$ cat src/rtl/alu_pkg.sv
// Shared opcode constants and buffer-state type for the ALU execution stage.
package alu_pkg;

    localparam logic [3:0] ALU_AND = 4'b0000;
    localparam logic [3:0] ALU_OR  = 4'b0001;
    localparam logic [3:0] ALU_ADD = 4'b0010;
    localparam logic [3:0] ALU_SUB = 4'b0110;
    localparam logic [3:0] ALU_SLT = 4'b0111;
    localparam logic [3:0] ALU_NOR = 4'b1100;
    localparam logic [3:0] ALU_BAD = 4'b1111;

    typedef enum logic [1:0] {
        EMPTY,
        HOLD,
        FULL
    } state_t;

endpackage

$ cat src/rtl/alu_core.sv
// Combinational ALU: (op, a, b) -> (result, zero, illegal, ovf).
// Signed overflow detection is built only when ALU_EXEC_OVF_EN is defined.
module alu_core
    import alu_pkg::*;
#(
    parameter int W = 32
) (
    input  logic [3:0]   op,
    input  logic [W-1:0] a,
    input  logic [W-1:0] b,
    output logic [W-1:0] result,
    output logic         zero,
    output logic         illegal,
    output logic         ovf
);

    logic [W-1:0] sum;
    logic [W-1:0] diff;

    assign sum  = a + b;
    assign diff = a - b;

    always_comb begin
        // NOTE: defaults first so every path assigns every output; no latch is inferred.
        result  = '0;
        illegal = 1'b0;
        unique case (op)
            ALU_AND: result = a & b;
            ALU_OR:  result = a | b;
            ALU_ADD: result = sum;
            ALU_SUB: result = diff;
            ALU_SLT: result = {{(W-1){1'b0}}, ($signed(a) < $signed(b))};
            ALU_NOR: result = ~(a | b);
            default: illegal = 1'b1;
        endcase
    end

    assign zero = (result == '0);

`ifdef ALU_EXEC_OVF_EN
    always_comb begin
        ovf = 1'b0;
        if (op == ALU_ADD)
            ovf = (a[W-1] == b[W-1]) && (sum[W-1] != a[W-1]);
        else if (op == ALU_SUB)
            ovf = (a[W-1] != b[W-1]) && (diff[W-1] != a[W-1]);
    end
`else
    assign ovf = 1'b0;
`endif

endmodule

$ cat src/rtl/alu_exec.sv
// ALU execution stage: valid/ready in, one-cycle registered result out, 2-entry skid buffer.
// Optional macro ALU_EXEC_OVF_EN enables signed-overflow reporting on o_ovf.
module alu_exec
    import alu_pkg::*;
#(
    parameter int W = 32
) (
    input  logic         i_clk,
    input  logic         i_rst,
    input  logic         i_valid,
    output logic         o_ready,
    input  logic [3:0]   i_aluControl,
    input  logic [W-1:0] i_a,
    input  logic [W-1:0] i_b,
    output logic         o_valid,
    input  logic         i_ready,
    output logic [W-1:0] o_result,
    output logic         o_zero,
    output logic         o_illegal,
    output logic         o_ovf
);

    state_t       state;
    logic [W-1:0] alu_result;
    logic         alu_zero;
    logic         alu_illegal;
    logic         alu_ovf;
    logic [W-1:0] skid_result;
    logic         skid_zero;
    logic         skid_illegal;
    logic         skid_ovf;
    logic         accept;
    logic         pop;

    alu_core #(.W(W)) u_core (
        .op      (i_aluControl),
        .a       (i_a),
        .b       (i_b),
        .result  (alu_result),
        .zero    (alu_zero),
        .illegal (alu_illegal),
        .ovf     (alu_ovf)
    );

    assign o_ready = !i_rst && (state != FULL);
    assign o_valid = (state != EMPTY);
    assign accept  = i_valid && o_ready;
    assign pop     = o_valid && i_ready;

    always_ff @(posedge i_clk) begin
        if (i_rst) begin
            // NOTE: non-blocking assignments for all state so every register samples pre-edge values.
            state        <= EMPTY;
            o_result     <= '0;
            o_zero       <= 1'b0;
            o_illegal    <= 1'b0;
            o_ovf        <= 1'b0;
            // NOTE: the skid entry is reset too so discarded results cannot linger after reset.
            skid_result  <= '0;
            skid_zero    <= 1'b0;
            skid_illegal <= 1'b0;
            skid_ovf     <= 1'b0;
        end else begin
            unique case (state)
                EMPTY: begin
                    if (accept) begin
                        o_result  <= alu_result;
                        o_zero    <= alu_zero;
                        o_illegal <= alu_illegal;
                        o_ovf     <= alu_ovf;
                        state     <= HOLD;
                    end
                end
                HOLD: begin
                    if (accept && pop) begin
                        o_result  <= alu_result;
                        o_zero    <= alu_zero;
                        o_illegal <= alu_illegal;
                        o_ovf     <= alu_ovf;
                    end else if (accept) begin
                        skid_result  <= alu_result;
                        skid_zero    <= alu_zero;
                        skid_illegal <= alu_illegal;
                        skid_ovf     <= alu_ovf;
                        state        <= FULL;
                    end else if (pop) begin
                        state <= EMPTY;
                    end
                end
                FULL: begin
                    // Never accepts here, so a pop simply promotes the skid entry.
                    if (pop) begin
                        o_result  <= skid_result;
                        o_zero    <= skid_zero;
                        o_illegal <= skid_illegal;
                        o_ovf     <= skid_ovf;
                        state     <= HOLD;
                    end
                end
                default: state <= EMPTY;
            endcase
        end
    end

endmodule

$ cat config.mk
export PLATFORM = sky130hd
export DESIGN_NAME = alu_exec
export DESIGN_NICKNAME = d
export VERILOG_FILES = /design/src/rtl/alu_pkg.sv /design/src/rtl/alu_core.sv /design/src/rtl/alu_exec.sv
export SDC_FILE = /design/constraint.sdc
export NUM_CORES = 1
export LEC_CHECK = 0
export BUFFER_PORTS_ARGS = -buffer_cell sky130_fd_sc_hd__buf_2
export CAP_MARGIN = 15
export CORE_MARGIN = 8
export CORE_UTILIZATION = 43
export DETAILED_ROUTE_END_ITERATION = 8
export HOLD_SLACK_MARGIN = 0.15
export PLACE_DENSITY = 0.6
export REMOVE_ABC_BUFFERS = 1
export SETUP_SLACK_MARGIN = 0.5
export SYNTH_ARGS = -nofsm -noshare
export SYNTH_HDL_FRONTEND = slang
export SYNTH_SLANG_ARGS = --single-unit
$ cat constraint.sdc
create_clock -name i_clk -period 5 [get_ports i_clk]
set_input_delay 0.5 -clock i_clk [delete_from_list [all_inputs] [get_ports i_clk]]
set_output_delay 0.5 -clock i_clk [all_outputs]
set_load 0.01 [all_outputs]
# [Word level (Yosys, flattened, before mapping)]
# Index checks and enable logic that the tools add are counted.
[word_totals] ff_bits=71 inputBits=72 output_inout_bits=37 elab_cells=66
[classes] addsub=2 magnitude_cmp=1 eq_ne=13 n_mux=24 n_bitwise=4 reduce_logical=14
[op_table] op="32-bit case mux with 6 select lines" count=1
[op_table] op="32-bit 2-to-1 mux" count=3
[op_table] op="32-bit case mux with 3 select lines" count=1
[op_table] op="32-bit adder" count=1
[op_table] op="32-bit bitwise AND" count=1
[op_table] op="32-bit logical NOT" count=1
[op_table] op="32-bit < comparator" count=1
[op_table] op="32-bit inverter" count=1
[op_table] op="32-bit OR" count=1
[op_table] op="32-bit subtractor" count=1
[op_table] op="1-bit 2-to-1 mux" count=10
[op_table] op="2-bit 2-to-1 mux" count=5
[op_table] op="2-bit inequality test, second input constant" count=5
[op_table] op="1-bit case mux with 3 select lines" count=3
[op_table] op="4-bit by 3-bit equality test with 1-bit output, second input constant" count=2
[op_table] op="4-bit AND reduction" count=2
[op_table] op="2-bit case mux with 3 select lines" count=1
[op_table] op="6-bit OR reduction" count=1
[op_table] op="4-bit by 1-bit equality test with 1-bit output, second input constant" count=1
[op_table] op="4-bit by 2-bit equality test with 1-bit output, second input constant" count=1
[op_table] op="4-bit equality test, second input constant" count=1
[op_table] op="1-bit logical AND" count=4
[op_table] op="4-bit logical NOT" count=1
[op_table] op="3-bit inequality test, second input constant" count=1
[op_table] op="other kinds (8)" count=8

# [Longest topological paths before layout]
# Gate-level depths: netlist of the first run.
[logic_depth] depth_word=6 depth_mapped=15 ltp_nobuf=15

# [Hierarchy]
# From an unflattened synthesis of the first run, not the netlist that was laid out.
[unflattened] cells_unflattened=1245 area_unflattened_um2=9266.4
[by_module_without_submodules] mod="alu_core" instances=1 cells_per_inst=901 area_per_inst_um2=5947.0 seq_area_each_um2=0.0
[by_module_without_submodules] mod="alu_exec" instances=1 cells_per_inst=344 area_per_inst_um2=3319.4 seq_area_each_um2=1441.4

# [Worst setup path after synthesis of the first run]
# Ideal clock, no wire load.
[synth_path] path_kind="input -> register" start="in i_a[0]" end="reg skid_zero" setup_ns=0.069 t_arrival_ns=3.433 required_time_ns=4.931 slack_ns=1.498 path_stages=13 path_buffers=0 cell_sequence="ha_1 -> fa_1 -> a21o_1 -> a221oi_2 -> o21ai_0 -> a221o_1 -> a2111oi_2 -> nand4b_1 -> nor4_1 -> nand4b_1 -> nor4b_2 -> nand4_1 -> o21ai_1"
[synth_between] elab_chain_len=4 elab_cells_between_ends=8 cone_classes="2 x add/sub; 1 x order compare; 1 x mux; 3 x bitwise; 1 x reduce/logical"
[synth_rtl] item="from (decl)" line="alu_exec.sv:13" text="input logic [W-1:0] i_a,"
[synth_rtl] item="branches (longest 2 deep; another with 32-bit subtractor)"
[synth_rtl] item="32-bit case mux with 6 select lines *" line="alu_core.sv:27" text="unique case (op)"
[synth_rtl] item="32-bit logical NOT *" line="alu_core.sv:38" text="assign zero = (result == '0);"
[synth_rtl] item="to (signal assigned)" line="alu_exec.sv:82" text="skid_zero <= alu_zero;"
[synth_rtl] item="to (decl)" line="alu_exec.sv:29" text="logic skid_zero;"
# Every way passes the cells marked *.
# A chain may end at the register's enable or synchronous reset.

# [Worst setup path in the final report of the first run]
[layout_path] start="in i_a[1]" end="reg o_zero"
[layout_between] elab_chain_len=6 elab_cells_between_ends=11 cone_classes="2 x add/sub; 1 x order compare; 4 x mux; 3 x bitwise; 1 x reduce/logical"
[layout_rtl] item="branches (longest 2 deep; another with 32-bit subtractor)"
[layout_rtl] item="32-bit case mux with 6 select lines *" line="alu_core.sv:27"
[layout_rtl] item="32-bit logical NOT *" line="alu_core.sv:38"
[layout_rtl] item="1-bit 2-to-1 mux, on equally long branches" line="alu_exec.sv:75, alu_exec.sv:66"
[layout_rtl] item="1-bit case mux with 3 select lines *" line="alu_exec.sv:64" text="unique case (state)"
[layout_rtl] item="to (signal assigned)" line="alu_exec.sv:68" text="o_zero <= alu_zero;"
[layout_rtl] item="to (signal assigned)" line="alu_exec.sv:77" text="o_zero <= alu_zero;"
[layout_rtl] item="to (signal assigned)" line="alu_exec.sv:94" text="o_zero <= skid_zero;"
[layout_rtl] item="to (decl)" line="alu_exec.sv:18" text="output logic o_zero,"
# Every way passes the cells marked *. The select of a mux whose other input is x is not followed.

==> impl_results.md, run 1 <==
* Status: complete, no violations
* TritonCTS Buffers at 9
* Worst-path fanout max at 5
* Reg area at 1400 um2
* Hold WC Path Type: flip-flop to flip-flop
* Core area at 20,200 um2
* Worst Path Required at 5.26 ns
* Setup TNS at 0 ns
* Number of synthesized register bits at 70
* Sw frac at 0.389
* Hold Crit Endpoint: o_result[12]
* Clock Skew at 0.00528 ns
* Max Freq at 0.247 GHz
* Largest family of logic cells by synthesized area: compound AO/OA/AOI/OAI gates
* Sink Count at 70
* Clk pwr share at 0.292
* EDFF count, synth at 0
* PostCTS Resize Cnt at 0
* Final GP Congestion at 0.997
* I/O pins at 109
* Crit. End Element: flip-flop
* Switching power at 805 uW
* Routed vias/inst at 6.29
* Slew Viols, Final at 0
* Clk slew on worst S/H paths at 0.06 ns
* Crit-path leading delay family: compound AO/OA/AOI/OAI gates
* Diodes inserted at 0
* Area Growth Syn to Fin at 11.0%
* WHS Path Cells at 2
* Mux cell area share after synthesis at 0.00915
* DRT antenna net count at 0
* Async set-reset flop share out of synthesis at 0
* CTS Buffer Depth at 2
* Share of layout cells above drive strength 1 at 0.135
* Inst Count DP at 1,581
* Tmin final at 4.05 ns
* Reg2Reg Setup Slack at 2.74 ns
* WP data arrival at 4.31 ns
* Post-synth cell types at 84
* Max cap viols at 0
* Xor and xnor fraction of the mapped netlist area at 0.00197
* I/O Buffers at 107
* Post-DP Area at 9590 um2
* Fin cells at 1,597
* Sequential share of power at 0.287
* Initial Utilization at 0.439
* Post-synthesis simple-gate area fraction at 0.244
* Slew @ Worst Pin at 0.915 ns
* Critical path, cell by cell: buf_2 -> inv_1 -> ha_1 -> nor2_1 -> o311ai_1 -> a211oi_1 -> a211oi_1 -> o221ai_1 -> a221o_1 -> a22oi_1 -> nor3b_1 -> nor4b_2 -> nand4_1 -> o21ai_1
* Area of the mapped netlist at 8890 um2
* Via Count at 10,000
* Post-synthesis compound-gate area fraction at 0.362
* Critical Path Start Type: input pin
* Ys flop type: dfxtp_1
* Largest net degree at the start of global routing at 70
* P_leak at 0.00427 uW
* Pint at 1260 uW
* DRC at 0
* Multi-input gate area at 6820 um2
* CTS root buffer: clkbuf_16
* Final setup violation count at 0
* WL/cell at 20.1 um
* Post-route clock period utilization at 0.809
* DR pass1 iterations at 5
* Most frequent cells after synthesis: nor2_1, a21oi_1, ha_1
* R2R Path End: o_result[13]
* Row Count at 52
* Post-synthesis sequential area ratio at 0.158
* Total gr overflow at 0
* Most frequent CP cell: a211oi_1
* Most frequent cell after synthesis: nor2_1
* Post-DP HPWL at 24,900 um
* P per Cell Area at 210 nW/um2
* Critical setup path kind: input pin to flip-flop
* Final hold vios at 0
* Routed WL at 32,200 um
* Synth Instances at 1,276
* Final instance area at 9870 um2
* DIE AREA at 25,500 um2
* Max IR drop VDD at 0.167 mV
* YS warnings at 0
* Top post-synthesis cells by area: dfxtp_1, ha_1, nor2_1, a21oi_1, a211oi_1
* Post-Synth Adder-Cell Area at 0.145
* Hold path start: o_result[12]
* Worst R2R Start: state[1]
* Logic pwr share at 0.422
* Average size of a mapped cell at 6.97 um2
* Setup bufs post-CTS at 0
* Crit path max-delay cell type: o311ai_1
* Clock Latency Late Sink at 0.33 ns
* Relative slew slack at 0.390
* Die W at 160 um
* Largest area contributor in the netlist: dfxtp_1
* Vias in the first global route at 9,145
* Starting DRC count in detailed routing at 998
* CP bufs+invs at 2
* Largest stage delay on the critical path at 0.67 ns
* Area share of the largest cell type after synthesis at 0.158
* Nets at 1,496
* Clock tree from TritonCTS: done
* Initial antenna violation count at 0
* CTS Hold Bufs at 0
* # fillers at 2,090
* Htree depth at 3
* Worst reg-to-reg path cell count at 6
* Wire length of the first global-routing pass at 50,900 um
* Die Y at 160 um
* RSZ-0062 raised after global routing: no
* GRT Util Overall at 0.240
final cells by class:
type                       instances  share of cell area
inverter                          92              0.0350
clock inverter                     5             0.00507
tap                              270              0.0342
multi-input combinational       1023               0.691
clock buffer                      11              0.0236
timing repair buffer             126              0.0687
sequential                        70               0.142
kinds of logic after synthesis:
logic type	after synthesis
compound gates	463
xor+xnor	2
fa+ha+maj	102
buf+inv	183
flops	70
mux	8
other cells	1
simple gates	447
layer usage:
layer  up-vias  GRT usage  part of all wire
met5         -          0                 0
met4         0     0.0705             0.025
met3        58     0.0458             0.094
met2       514      0.359              0.42
met1      4674      0.342              0.46
li1       4794          -                 -
cells in the final DEF (no fill, tap or decap), drive strengths merged, types with 11 or more instances in the layout:
cell type  instances
a211oi            50
a21o              18
a21oi            113
a22oi             28
a31oi             15
and3              12
buf              126
clkbuf            11
dfxtp             70
ha               100
inv               92
nand2             76
nand2b            12
nand3             22
nand4             14
nor2             182
nor2b             12
nor3              50
nor4              11
o211ai            18
o21ai             60
o22a              11
o22ai             19
o31ai             14
power groups by stage:
stage	Sequential [uW]	Clock [uW]	Combinational, uW
CTS	593	616	851
finish	593	604	872
detailed placement	605	0	847
global placement	604	0	847
global route	595	645	950
floorplan	610	0	546
worst reg2reg max path, cell delays in order, from the launching register on:
cell     delay (ns)
dfxtp_1        0.55
nor3b_1        0.18
a31oi_4        0.76
buf_4          0.34
nor3_1         0.10
a21oi_1        0.13
nor2_1         0.05
flip-flops by register name, indices dropped and copies added (netlist names):
| signal | flops |
|---|---|
| o_illegal | 1 |
| o_result | 32 |
| o_zero | 1 |
| skid_illegal | 1 |
| skid_result | 32 |
| skid_zero | 1 |
| state | 2 |
per-stage QoR:
stage | hold slack (ns) | worst slack, ns | total power (uW) | utilization
6_report | 0.451 | 0.954 | 2070 | 0.488
5_1_grt | 0.475 | 0.610 | 2190 | 0.488
4_1_cts | 0.454 | 1.06 | 2060 | 0.488
3_5_place_dp | 0.448 | 0.718 | 1450 | 0.474
3_3_place_gp | 0.437 | 0.781 | 1450 | 0.474
2_1_floorplan | 0.431 | 0.734 | 1160 | -
how the worst max path moves through the flow:
stage	startpoint	to	slack, ns	depth (start not counted)
final	i_a[1]	o_zero	0.95	14
after global routing	i_a[1]	skid_zero	0.61	14
after CTS	i_a[0]	skid_zero	1.06	14
after detailed placement	i_a[0]	skid_zero	0.72	14
after global placement	i_a[0]	skid_zero	0.78	14
after floorplan	i_aluControl[3]	o_result[18]	0.73	8
Note: power is estimated with default switching activity, not from simulation.
==> inputs of run 2 (changes only) <==
clock period = 4.23 ns   (was 5 ns; I/O delays follow)
==> impl_results.md, run 2 (synthesis results as in run 1) <==
* Largest net degree at the start of global routing at 70 (unchanged)
* Die W at 160 um (unchanged)
* DRC at 0 (unchanged)
* Clk slew on worst S/H paths at 0.05 ns (about the same)
* Biggest regs: o_result: 32 flops, skid_result: 32 flops, state: 2 flops
* I/O pins at 109 (unchanged)
* CTS Buffer Depth at 2 (unchanged)
* Max cap viols at 0 (unchanged)
* DIE AREA at 25,500 um2 (unchanged)
* Routed vias/inst at 6.22 (-1.1%)
* Clock tree from TritonCTS: done
* Max IR drop VDD at 0.197 mV (+18%)
* Final setup violation count at 0 (unchanged)
* Worst setup startpoint: i_b[4]
* Setup TNS at 0 ns (unchanged)
* P_leak at 0.00448 uW (+4.7%)
* Relative slew slack at 0.368 (-0.0218)
* Worst-path fanout max at 8 (+3)
* R2R Path End: o_result[9]
* Post-route clock period utilization at 0.851
* Tot Pwr at 2660 uW (+28%)
* Max Freq at 0.278 GHz
* Vias in the first global route at 9,334 (+2.1%)
* Final hold vios at 0 (unchanged)
* Final hold slack at 0.449 ns (-0.00162 ns)
* Nets at 1,527 (+2.1%)
* Critical setup path kind: input pin to flip-flop
* Stages on the worst setup path at 15 (+1)
* Crit-path leading delay family: compound AO/OA/AOI/OAI gates
* CTS root buffer: clkbuf_16
* Final instance area at 10,300 um2 (+4.4%)
* RSZ-0062 raised after global routing: yes
* Share of layout cells above drive strength 1 at 0.168 (+0.0330)
* Most common cell after layout, fill and taps aside: nor2_1
* Diodes inserted at 0 (unchanged)
* Final GP Congestion at 0.997 (about the same)
* Worst R2R Start: state[1]
* DRT antenna net count at 0 (unchanged)
* Worst reg-to-reg path cell count at 5 (-1)
* Wire length of the first global-routing pass at 50,400 um (-0.98%)
* Fin cells at 1,628 (+1.9%)
* I/O Buffers at 107 (unchanged)
* WP data arrival at 3.86 ns (-0.45 ns)
* Reg2Reg Setup Slack at 2.05 ns (-0.69 ns)
* Commonest non-fill, non-tap cells in the layout: nor2_1, a21oi_1, buf_2
* CP bufs+invs at 3 (+1)
* Row Count at 52 (unchanged)
* Tmin final at 3.60 ns
* Clock Latency Late Sink at 0.33 ns (about the same)
* Core area at 20,200 um2 (unchanged)
* Via Count at 10,100 (+0.79%)
* Largest stage delay on the critical path at 0.46 ns (-0.21 ns)
* Critical path, cell by cell: buf_2 -> inv_1 -> ha_1 -> o211ai_1 -> o211ai_1 -> buf_4 -> nand4_1 -> a211oi_2 -> nor2_1 -> a221o_1 -> a22oi_2 -> nor3b_1 -> nor4b_2 -> nand4_1 -> o21ai_1
* Critical Path Start Type: input pin
* Area Growth Syn to Fin at 15.9%
* Crit. End Element: flip-flop
* Crit path max-delay cell type: ha_1
* Initial antenna violation count at 0 (unchanged)
* CTS Hold Bufs at 0 (unchanged)
* Post-DP Area at 9830 um2 (+2.5%)
* Slew @ Worst Pin at 0.945 ns (+0.0305 ns)
* WL/cell at 19.8 um (-1.6%)
* GRT Util Overall at 0.237 (-0.00309)
* Htree depth at 3 (unchanged)
* Worst Setup EP: skid_zero
* Total gr overflow at 0 (unchanged)
* Slew Viols, Final at 0 (unchanged)
* P per Cell Area at 258 nW/um2 (+23%)
* DR pass1 iterations at 5 (unchanged)
* Starting DRC count in detailed routing at 963 (-3.5%)
* TritonCTS Buffers at 9 (unchanged)
* Inst Count DP at 1,610 (+1.8%)
* Post-DP HPWL at 25,100 um (+0.72%)
* Clock Skew at 0.00564 ns (+0.000357 ns)
* Die Y at 160 um (unchanged)
* Sink Count at 70 (unchanged)
* Initial Utilization at 0.439 (unchanged)
* Worst Path Required at 4.49 ns (-0.77 ns)
* Routed WL at 32,300 um (+0.30%)
* Hold WC Path Type: flip-flop to flip-flop
* Status: complete, no violations
* # fillers at 2,060 (-1.4%)
-- run 2: per-stage QoR --
step | util | setup slack (ns)
floorplan | - | 0.0408
detailed placement | 0.486 | 0.130
finish | 0.509 | 0.630
global route | 0.509 | 0.495
CTS | 0.504 | 0.508
global placement | 0.486 | 0.230
-- run 2: worst reg2reg max path: cells and delay by family (launching register included) --
kind / cells / cell delay [ns]
AND/OR/NAND/NOR: 2 / 0.75
flip-flops: 1 / 0.55
buffers and inverters: 1 / 0.46
AO/OA/AOI/OAI: 2 / 0.36
-- run 2: what timing repair did --
action                     CTS  global route
buffers inserted             0             2
resized for setup            2            21
pin swaps                    0             5
setup endpoints to repair    2            10
gates cloned                 0             0
-- run 2: where the power goes --
group | total, uW | switching (uW) | internal (uW) | leakage (uW)
sequential | 700 | 13.8 | 687 | 0.000568
combinational | 1090 | 693 | 394 | 0.00373
clock | 867 | 277 | 590 | 0.000172
-- run 2: per-layer routing --
layer	part of all wire	wire (um)	up-vias	GRT usage
met5	0	0	-	0
met4	0.032	1020	0	0.0884
met2	0.42	13500	439	0.353
met3	0.089	2890	78	0.0519
met1	0.46	14800	4737	0.328
li1	-	-	4865	-
-- run 2: how the worst min path moves through the flow --
stage,start,end,slack (ns),cells past startpoint
floorplan,skid_illegal,skid_illegal,0.43,2
detailed placement,o_result[12],o_result[12],0.44,2
global route,skid_result[23],skid_result[23],0.47,2
finish,o_result[12],o_result[12],0.45,2
global placement,o_result[12],o_result[12],0.43,2
CTS,o_result[12],o_result[12],0.45,2
-- run 2: area by class of cell --
type,instances,area (um2),area share
Tap cell,270,338,0.0328
Clock inverter,6,109,0.0106
Timing Repair Buffer,157,936,0.0909
Clock buffer,10,239,0.0232
Sequential cell,70,1400,0.136
Multi-Input combinational cell,1023,6930,0.673
Inverter,92,345,0.0335
==> inputs of run 3 (changes only) <==
SYNTH_HIERARCHICAL = 1   (was unset)
==> impl_results.md, run 3 <==
* Clock Skew at 0.00653 ns (+0.000890 ns)
* Tmin final at 4.04 ns (+0.442 ns)
* Final hold slack at 0.398 ns (-0.0513 ns)
* Relative slew slack at 0.282 (-0.0859)
* Post-Synth Adder-Cell Area at 0.142 (-0.00322)
* DIE AREA at 26,500 um2 (+3.8%)
* Mux cell area share after synthesis at 0.0456 (+0.0365)
* Starting DRC count in detailed routing at 985 (+2.3%)
* WP data arrival at 4.29 ns (+0.43 ns)
* Largest net degree at the start of global routing at 70 (unchanged)
* RSZ-0062 raised after global routing: yes
* Final setup violation count at 0 (unchanged)
* P per Cell Area at 240 nW/um2 (-7.0%)
* Area share of the largest cell type after synthesis at 0.156 (-0.00211)
* Row Count at 53 (+1.9%)
* Commonest non-fill, non-tap cells in the layout: buf_4, a21oi_1, buf_2
* Clock Latency Late Sink at 0.34 ns (about the same)
* Share of layout cells above drive strength 1 at 0.321 (+0.153)
* DRT antenna net count at 0 (unchanged)
* WL/cell at 20.3 um (+2.5%)
* Largest family of logic cells by synthesized area: compound AO/OA/AOI/OAI gates
* P_leak at 0.00561 uW (+25%)
* Top post-synthesis cells by area: dfxtp_1, ha_1, a21oi_1, o21ai_0, mux2i_1
* Max cap viols at 0 (unchanged)
* Worst-path fanout max at 3 (-5)
* Crit. End Element: flip-flop
* Vias in the first global route at 10,900 (+17%)
* Total gr overflow at 0 (unchanged)
* Die W at 163 um (+1.9%)
* Most common cell after layout, fill and taps aside: buf_4
* Area of the mapped netlist at 9270 um2 (+4.3%)
* Worst Path Required at 4.47 ns (-0.02 ns)
* Xor and xnor fraction of the mapped netlist area at 0.00284 (+0.000865)
* YS warnings at 6 (+6)
* GRT Util Overall at 0.270 (+0.0322)
* Largest stage delay on the critical path at 0.47 ns (about the same)
* Crit path max-delay cell type: a2111oi_4
* Slew Viols, Final at 0 (unchanged)
* Post-route clock period utilization at 0.956 (+0.105)
* Final GP Congestion at 1.04 (+4.7%)
* Clk slew on worst S/H paths at 0.06 ns (about the same)
* I/O Buffers at 108 (+0.93%)
* I/O pins at 109 (unchanged)
* Initial Utilization at 0.439 (about the same)
* Post-synthesis compound-gate area fraction at 0.368 (+0.00563)
* DRC at 0 (unchanged)
* Htree depth at 3 (unchanged)
* Core area at 21,100 um2 (+4.2%)
* # fillers at 2,068 (+0.39%)
* Ys flop type: dfxtp_1
* Most frequent cells after synthesis: a21oi_1, ha_1, inv_1
* Slew @ Worst Pin at 1.08 ns (+0.131 ns)
* Post-synthesis sequential area ratio at 0.156 (-0.00211)
* Crit-path leading delay family: compound AO/OA/AOI/OAI gates
* Status: complete, no violations
* Biggest regs: o_result: 32 flops, skid_result: 32 flops, state: 2 flops
* Average size of a mapped cell at 7.44 um2 (+6.8%)
* Placement Setup Slack at -0.426 ns (-0.556 ns)
* Max IR drop VDD at 0.173 mV (-12%)
* Routed vias/inst at 6.07 (-2.3%)
* CP bufs+invs at 3 (unchanged)
* Hold WC Path Type: input pin to flip-flop
* DR pass1 iterations at 5 (unchanged)
* Layout Utilization at 0.583 (+0.0736)
* Via Count at 11,000 (+8.3%)
* Tot Pwr at 2950 uW (+11%)
* Area Growth Syn to Fin at 32.6%
* Post-synth cell types at 88 (+4.8%)
* Die Y at 163 um (+1.9%)
* CTS root buffer: clkbuf_16
* Post-DP HPWL at 28,400 um (+13%)
* Setup ws final at 0.187 ns (-0.442 ns)
* Routed WL at 36,600 um (+14%)
* Max Freq at 0.247 GHz (-11%)
* Clock tree from TritonCTS: done
* Nets at 1,699 (+11%)
* EDFF count, synth at 0 (unchanged)
* Most frequent CP cell: a2111oi_4
* Final hold vios at 0 (unchanged)
* Largest area contributor in the netlist: dfxtp_1
* Post-synthesis simple-gate area fraction at 0.200 (-0.0438)
* Critical path, cell by cell: buf_8 -> ha_4 -> inv_2 -> fa_2 -> nand2b_4 -> a2111oi_4 -> o21ai_4 -> a2111oi_4 -> nor2_2 -> buf_4 -> a221o_1 -> a22o_1 -> a2111oi_4 -> nand4_1 -> or4_4 -> nor2_4 -> mux2i_2 -> a211oi_2
* Critical setup path kind: input pin to flip-flop
* TritonCTS Buffers at 9 (unchanged)
* Wire length of the first global-routing pass at 58,400 um (+16%)
* Number of synthesized register bits at 72 (+2.9%)
* CTS Buffer Depth at 2 (unchanged)
* Critical Path Start Type: input pin
* Synth Instances at 1,245 (-2.4%)
* Sink Count at 72 (+2.9%)
* Async set-reset flop share out of synthesis at 0 (unchanged)
* Initial antenna violation count at 0 (unchanged)
* Most frequent cell after synthesis: a21oi_1
-- run 3: worst register-to-register path, delay by kind of cell, from the launching register on --
kind,cells,cell delay [ns]
DFF,1,0.66
and+or+nand+nor,2,0.44
buffers and inverters,2,0.83
AOI/OAI and AO/OA,1,0.17
-- run 3: cell type report --
cell class                      instances  area (um2)  area share
Sequential cell                        72        1440       0.117
Clock buffer                           13         260      0.0212
Clock inverter                          3        40.0     0.00326
Antenna cell                            1        2.50    0.000204
Tap cell                              275         344      0.0280
Multi-Input combinational cell        979        7320       0.595
Timing Repair Buffer                  364        2520       0.205
Inverter                               97         364      0.0296
-- run 3: stage by stage --
| stage | TNS [ns] | cell area [um2] | std cells |
|---|---|---|---|
| after floorplan | -15.12 | 8830 | 1148 |
| after global placement | -0.651 | 11700 | 1779 |
| after detailed placement | -0.765 | 11700 | 1779 |
| after CTS | 0 | 12100 | 1802 |
| after global routing | 0 | 12300 | 1803 |
| final | 0 | 12300 | 1804 |
-- run 3: path summary, 6_finish.rpt --
path                        start         endpoint  slack (ns)  cells past startpoint
setup reg to reg         state[1]      o_result[6]        1.96                      5
hold reg to reg   skid_result[31]  skid_result[31]        0.47                      2
hold / removal            i_ready         state[1]        0.40                      2
setup / recovery           i_b[0]           o_zero        0.19                     18
-- run 3: what timing repair did --
item,in CTS,in global routing
buffers inserted,7,1
setup endpoints to repair,3,8
hold buffers,0,0
pin swaps,15,15
resized for setup,23,35
-- run 3: power by group --
group / switching [uW] / total [uW] / internal [uW] / leakage [uW]
Combinational: 814 / 1440 / 626 / 0.00487
Clock: 281 / 767 / 487 / 0.000150
Sequential: 22.9 / 740 / 717 / 0.000587
Total: 1120 / 2950 / 1830 / 0.00561
-- run 3: cells by family after synthesis --
family	Yosys count
simple gates	352
fa+ha+maj	104
flops	72
xor+xnor	3
buf+inv	194
mux	42
other cells	1
compound gates	477
-- run 3: routing by layer --
metal  track usage  vias up  share of wire
li1              -     5254              -
met1         0.346     5190           0.44
met2         0.444      426           0.46
met3        0.0410       85          0.062
met4         0.108        0          0.037
met5             0        -              0
